## src/rtl/uart_rx_deser.sv

```systemverilog
// uart_rx_deser
//   8N1 serial receive front end. Synchronises rx_i, detects start bits,
//   samples each frame at a runtime-programmable bit period and presents
//   completed bytes through a one-entry valid/ready holding register.
//
// Ports
//   clk_i        system clock
//   arst_i       asynchronous active-high reset
//   rx_i         serial line, idle high, asynchronous to clk_i
//   bitperiod_i  clock cycles per bit (floored at MIN_BITPERIOD)
//   data_o       received byte (LSB first on the line)
//   valid_o      data_o holds an unconsumed byte
//   ready_i      downstream accepts when valid_o && ready_i
//   frame_err_o  one-cycle pulse: stop bit sampled low
//   overrun_o    one-cycle pulse: completed byte dropped, holding register full
module uart_rx_deser #(
  parameter int SYNC_STAGES   = 2,
  parameter int MIN_BITPERIOD = 4
) (
  input  logic        clk_i,
  input  logic        arst_i,
  input  logic        rx_i,
  input  logic [31:0] bitperiod_i,
  output logic [7:0]  data_o,
  output logic        valid_o,
  input  logic        ready_i,
  output logic        frame_err_o,
  output logic        overrun_o
);

  typedef enum logic [2:0] {
    ST_IDLE,
    ST_START,
    ST_DATA,
    ST_STOP,
    ST_BREAK
  } state_t;

  state_t                 state_q, state_d;
  logic [SYNC_STAGES-1:0] sync_q, sync_d;
  logic [31:0]            cnt_q, cnt_d;
  logic [31:0]            period_q, period_d;
  logic [2:0]             idx_q, idx_d;
  logic [7:0]             shift_q, shift_d;
  logic [7:0]             data_q, data_d;
  logic                   valid_q, valid_d;
  logic                   fe_q, fe_d;
  logic                   ov_q, ov_d;

  logic        rx_s;
  logic [31:0] p_eff;
  logic [31:0] half;
  logic        last_tick;

  assign rx_s      = sync_q[SYNC_STAGES-1];
  assign p_eff     = (bitperiod_i < 32'(MIN_BITPERIOD)) ? 32'(MIN_BITPERIOD) : bitperiod_i;
  assign half      = (period_q >> 1) - 32'd1;
  assign last_tick = (cnt_q == period_q - 32'd1);

  always_comb begin
    sync_d   = {sync_q[SYNC_STAGES-2:0], rx_i};
    state_d  = state_q;
    cnt_d    = cnt_q + 32'd1;
    period_d = period_q;
    idx_d    = idx_q;
    shift_d  = shift_q;
    data_d   = data_q;
    // An accepted byte frees the holding register; a load below overrides.
    valid_d  = valid_q && !ready_i;
    fe_d     = 1'b0;
    ov_d     = 1'b0;

    unique case (state_q)
      ST_IDLE: begin
        cnt_d = '0;
        if (!rx_s) begin
          // Period is captured here so mid-frame changes only affect the next frame.
          period_d = p_eff;
          state_d  = ST_START;
        end
      end
      ST_START: begin
        if (cnt_q == half) begin
          cnt_d = '0;
          if (!rx_s) begin
            idx_d   = 3'd0;
            state_d = ST_DATA;
          end else begin
            state_d = ST_IDLE;
          end
        end
      end
      ST_DATA: begin
        if (last_tick) begin
          cnt_d   = '0;
          shift_d = {rx_s, shift_q[7:1]};
          idx_d   = idx_q + 3'd1;
          if (idx_q == 3'd7) state_d = ST_STOP;
        end
      end
      ST_STOP: begin
        if (last_tick) begin
          cnt_d = '0;
          if (rx_s) begin
            state_d = ST_IDLE;
            if (!valid_q || ready_i) begin
              data_d  = shift_q;
              valid_d = 1'b1;
            end else begin
              ov_d = 1'b1;
            end
          end else begin
            fe_d    = 1'b1;
            state_d = ST_BREAK;
          end
        end
      end
      ST_BREAK: begin
        // Holding here until the line returns high limits a break to one error.
        cnt_d = '0;
        if (rx_s) state_d = ST_IDLE;
      end
      default: begin
        cnt_d   = '0;
        state_d = ST_IDLE;
      end
    endcase
  end

  always_ff @(posedge clk_i or posedge arst_i) begin
    if (arst_i) begin
      sync_q   <= '1;
      state_q  <= ST_IDLE;
      cnt_q    <= '0;
      period_q <= '0;
      idx_q    <= '0;
      shift_q  <= '0;
      data_q   <= '0;
      valid_q  <= 1'b0;
      fe_q     <= 1'b0;
      ov_q     <= 1'b0;
    end else begin
      sync_q   <= sync_d;
      state_q  <= state_d;
      cnt_q    <= cnt_d;
      period_q <= period_d;
      idx_q    <= idx_d;
      shift_q  <= shift_d;
      data_q   <= data_d;
      valid_q  <= valid_d;
      fe_q     <= fe_d;
      ov_q     <= ov_d;
    end
  end

  assign data_o      = data_q;
  assign valid_o     = valid_q;
  assign frame_err_o = fe_q;
  assign overrun_o   = ov_q;

endmodule

```

## config.mk

```make
export PLATFORM = sky130hd
export DESIGN_NAME = uart_rx_deser
export DESIGN_NICKNAME = d
export VERILOG_FILES = /design/src/rtl/uart_rx_deser.sv
export SDC_FILE = /design/constraint.sdc
export NUM_CORES = 1
export LEC_CHECK = 0
export ABC_AREA = 1
export ABC_CLOCK_PERIOD_IN_PS = 3600
export CAP_MARGIN = 20
export CORE_AREA = 2 2 160 162
export CTS_BUF_LIST = sky130_fd_sc_hd__clkbuf_16
export CTS_CLUSTER_SIZE = 30
export DETAILED_ROUTE_END_ITERATION = 12
export DIE_AREA = 0 0 162 164
export SETUP_SLACK_MARGIN = 0.02
export SYNTH_ARGS = -nofsm -noshare
export SYNTH_HDL_FRONTEND = slang
export SYNTH_SLANG_ARGS = --single-unit
```

## constraint.sdc

```tcl
create_clock -name clk_i -period 3.6 [get_ports clk_i]
set_input_delay 0.36 -clock clk_i [delete_from_list [all_inputs] [get_ports clk_i]]
set_output_delay 0.36 -clock clk_i [all_outputs]
set_load 0.02 [all_outputs]
```

==> flow_metrics.py <==
metrics = {
    "outcome": {
        "status": "finished clean",
    },
    "timing": {
        "finalClockSkew_ps": 14.1,
        "setup_violations": 0,
        "min_period_over_period_pct": 89.1,
        "rsz0062_at_grt": "no",
        "final.min_clock_period_ps": 3210,
        "hold_violations": 0,
        "timing.fmax_ghz": 0.312,
        "slew_violations": 0,
        "worst_slew_pin_slew_ps": 736,
        "slew_headroom_pct": 50.7,
        "whs_ps": 358,
        "setup_tns_ps": 0,
    },
    "logic_synthesis": {
        "seq_area_frac_synth_pct": 32.2,
        "syn_nets": 1115,
        "synth.area.top_cells": "dfrtp_1 (31%), nand2_1 (18%), xor2_1 (7.2%)",
        "ys_ff_latch": 91,
        "yosysTopAreaCellShare_pct": 31.5,
        "synth_area_leader_cell": "dfrtp_1",
        "yosys_warnings": 0,
        "synth_cell_types": 37,
        "postSynthCellCount": 1074,
        "syn_area_um2": 7070,
        "syn_area_per_cell_um2": 6.59,
    },
    "cells_and_area": {
        "fin_nets": 1140,
        "layout_common_cells": "nand2_1 (341), nor2_1 (126), inv_1 (107), dfrtp_1 (89), nand3_1 (73)",
        "drive_gt1_share_pct": 6.61,
        "syn2layout_area_growth_pct": 15.1,
        "layout_commonest_cell": "nand2_1",
        "antenna_cells": 0,
    },
    "clocking": {
        "cts.sinks": 91,
        "numCtsBuffers": 9,
        "hold_buffers": 0,
        "cts_tree": "done",
        "cts_resized": 0,
        "clockRootBuffer": "clkbuf_16",
        "cts_max_level": 3,
        "cts_setup_buffers": 0,
        "clk-insertion-delay-late_ps": 360,
        "cts.reportedPaths.clkPinSlew_ps": 80,
        "cts_buffer_depth": 2,
    },
    "grt": {
        "antenna_found_initial": 0,
        "overflow": 0,
        "grt_pass1_vias": 6756,
        "use_met3_pct": 2.37,
        "use_met1_pct": 22.8,
        "grt_max_degree": 83,
        "gr-max-usage-layer": "met2",
        "grt_pass1_wl_um": 35000,
        "grt_usage_pct": 16.8,
        "grt.met2_usage_pct": 26.9,
    },
    "worst_setup_path": {
        "critPathMaxFanout": 17,
        "critical_path_class": "reg2reg",
        "critPathRequiredTime_ps": 3850,
        "cp-start-kind": "register",
        "critPathArrivalTime_ps": 3460,
        "crit_path_end_kind": "register",
    },
    "detailed_routing": {
        "drtAntennaViolNets": 0,
        "drt_wl_total_um": 21400,
        "drc_errors": 0,
        "vias": 6800,
        "post_drt_wl_per_cell_um": 14.9,
        "drtIter0Drc": 564,
        "viasPerCell": 4.74,
        "first_pass_iters": 5,
    },
    "power_and_ir_drop": {
        "p_leak_nw": 3.68,
        "power_frac_seq_pct": 35.6,
        "power.share.combinational_pct": 43.3,
        "power_density_nw_per_um2": 567,
        "internal_power_w": 0.00247,
        "vdd_ir_drop_max_mv": 0.300,
        "pwr-share-clk_pct": 21.1,
        "net-switching-power_w": 0.00215,
        "sw_frac_of_total_pct": 46.5,
    },
    "hold_path": {
        "hold_path_class": "reg2reg",
    },
    "placed_design": {
        "dp_hpwl_um": 17000,
        "numPortBuffers": 46,
        "gp_congestion": 0.959,
    },
    "floorplan": {
        "rows": 58,
        "start_util_pct": 28.5,
        "io_pins": 47,
        "die-area_um2": 26600,
        "coreArea_um2": 24800,
        "die_h_um": 164,
        "die_x_um": 162,
    },
    "flow_run": {
        "maxCapViolCount": 0,
    },
}
## sequential cells by signal, indices dropped and copies added (netlist names)
register and count:
sync_q 2, state_q 3, valid_o 1, idx_q 3
frame_err_o 1, overrun_o 1, period_q 32, data_o 8
shift_q 8, cnt_q 32
## synthesized netlist by cell type, drive strengths merged
| cell type | number |
|---|---|
| xnor3 | 1 |
| clkinv | 1 |
| o22ai | 1 |
| inv | 116 |
| clkbuf | 26 |
| a21o | 2 |
| and2 | 1 |
| o21ai | 46 |
| nor4 | 12 |
| dfrtp | 89 |
| a21boi | 1 |
| nor2 | 151 |
| dfstp | 2 |
| nand3b | 8 |
| xnor2 | 24 |
| or4 | 1 |
| a21oi | 29 |
| xor2 | 58 |
| ha | 5 |
| nand3 | 75 |
| nand2 | 351 |
| nand4 | 37 |
| nor3 | 13 |
| o21bai | 11 |
| or3 | 1 |
| buf | 12 |
## power groups by stage
stage	logic, W	registers [W]	clock network [W]
CTS	0.00198	0.00163	0.00100
global placement	0.00196	0.00165	0
floorplan	0.00162	0.00148	0
global route	0.00229	0.00169	0.00103
finish	0.00200	0.00164	0.000977
detailed placement	0.00197	0.00164	0
## worst paths after layout
check	end	slack (ps)	from	cells past startpoint
worst max-delay path	idx_q[2]$_DFFE_PP0P_	390	period_q[1]$_DFFE_PP0P_	14
worst min-delay path	sync_q[1]$_DFF_PP1_	360	sync_q[0]$_DFF_PP1_	0
worst max register to register	idx_q[2]$_DFFE_PP0P_	390	period_q[1]$_DFFE_PP0P_	14
worst min register to register	sync_q[1]$_DFF_PP1_	360	sync_q[0]$_DFF_PP1_	0
max in group asynchronous	data_o[3]$_DFFE_PP0P_	2410	arst_i	4
min in group asynchronous	cnt_q[1]$_DFF_PP0_	390	arst_i	2
## layer usage
metal  vias to the layer above  wire, µm
met4                         0       733
met2                       181      9450
met3                        43       971
li1                       3451         -
met5                         -         0
met1                      3125     10300
## through the flow
stage               instance area (µm²)  setup slack, ps  util, %  power [W]  instances
CTS                                8120              428     32.7    0.00461       1433
floorplan                          7070              880        -    0.00310       1074
global route                       8140              189     32.8    0.00501       1434
detailed placement                 7810              452     31.5    0.00361       1417
finish                             8140              391     32.8    0.00462       1434
global placement                   7810              495     31.5    0.00361       1417
## area by class of cell
| class | instances | area, µm² |
|---|---|---|
| clock inverters | 7 | 80.1 |
| flip-flops and latches | 91 | 2280 |
| inverters | 117 | 442 |
| multi-input cells | 828 | 4180 |
| clock buffers | 9 | 225 |
| fillers | 2725 | 16700 |
| well taps | 330 | 413 |
| repair buffers | 52 | 526 |
## critical path: stages, from the launching register on
cell     delay [ps]
dfrtp_1         380
inv_1           180
ha_1            280
nand2_1         160
nor2_4          230
nand2_1         210
nor2_1          270
xor2_1          300
nand4_1         170
nor2_2          210
nand3_2         300
nand2_1         160
nand2_1         100
nand2_1          80
nand2_1          40
## kinds of logic (layout without fill, tap and decap cells)
group	Yosys count	after routing	share of synthesized area, %
and+or+nand+nor	650	650	40.7
DFF	91	91	32.2
AOI/OAI and AO/OA	90	90	6.88
xor gates and xnor gates	83	83	10.5
adders and majority gates	5	5	0.884
buffers and inverters	155	185	8.81
Note: power is estimated with default switching activity, not from simulation.
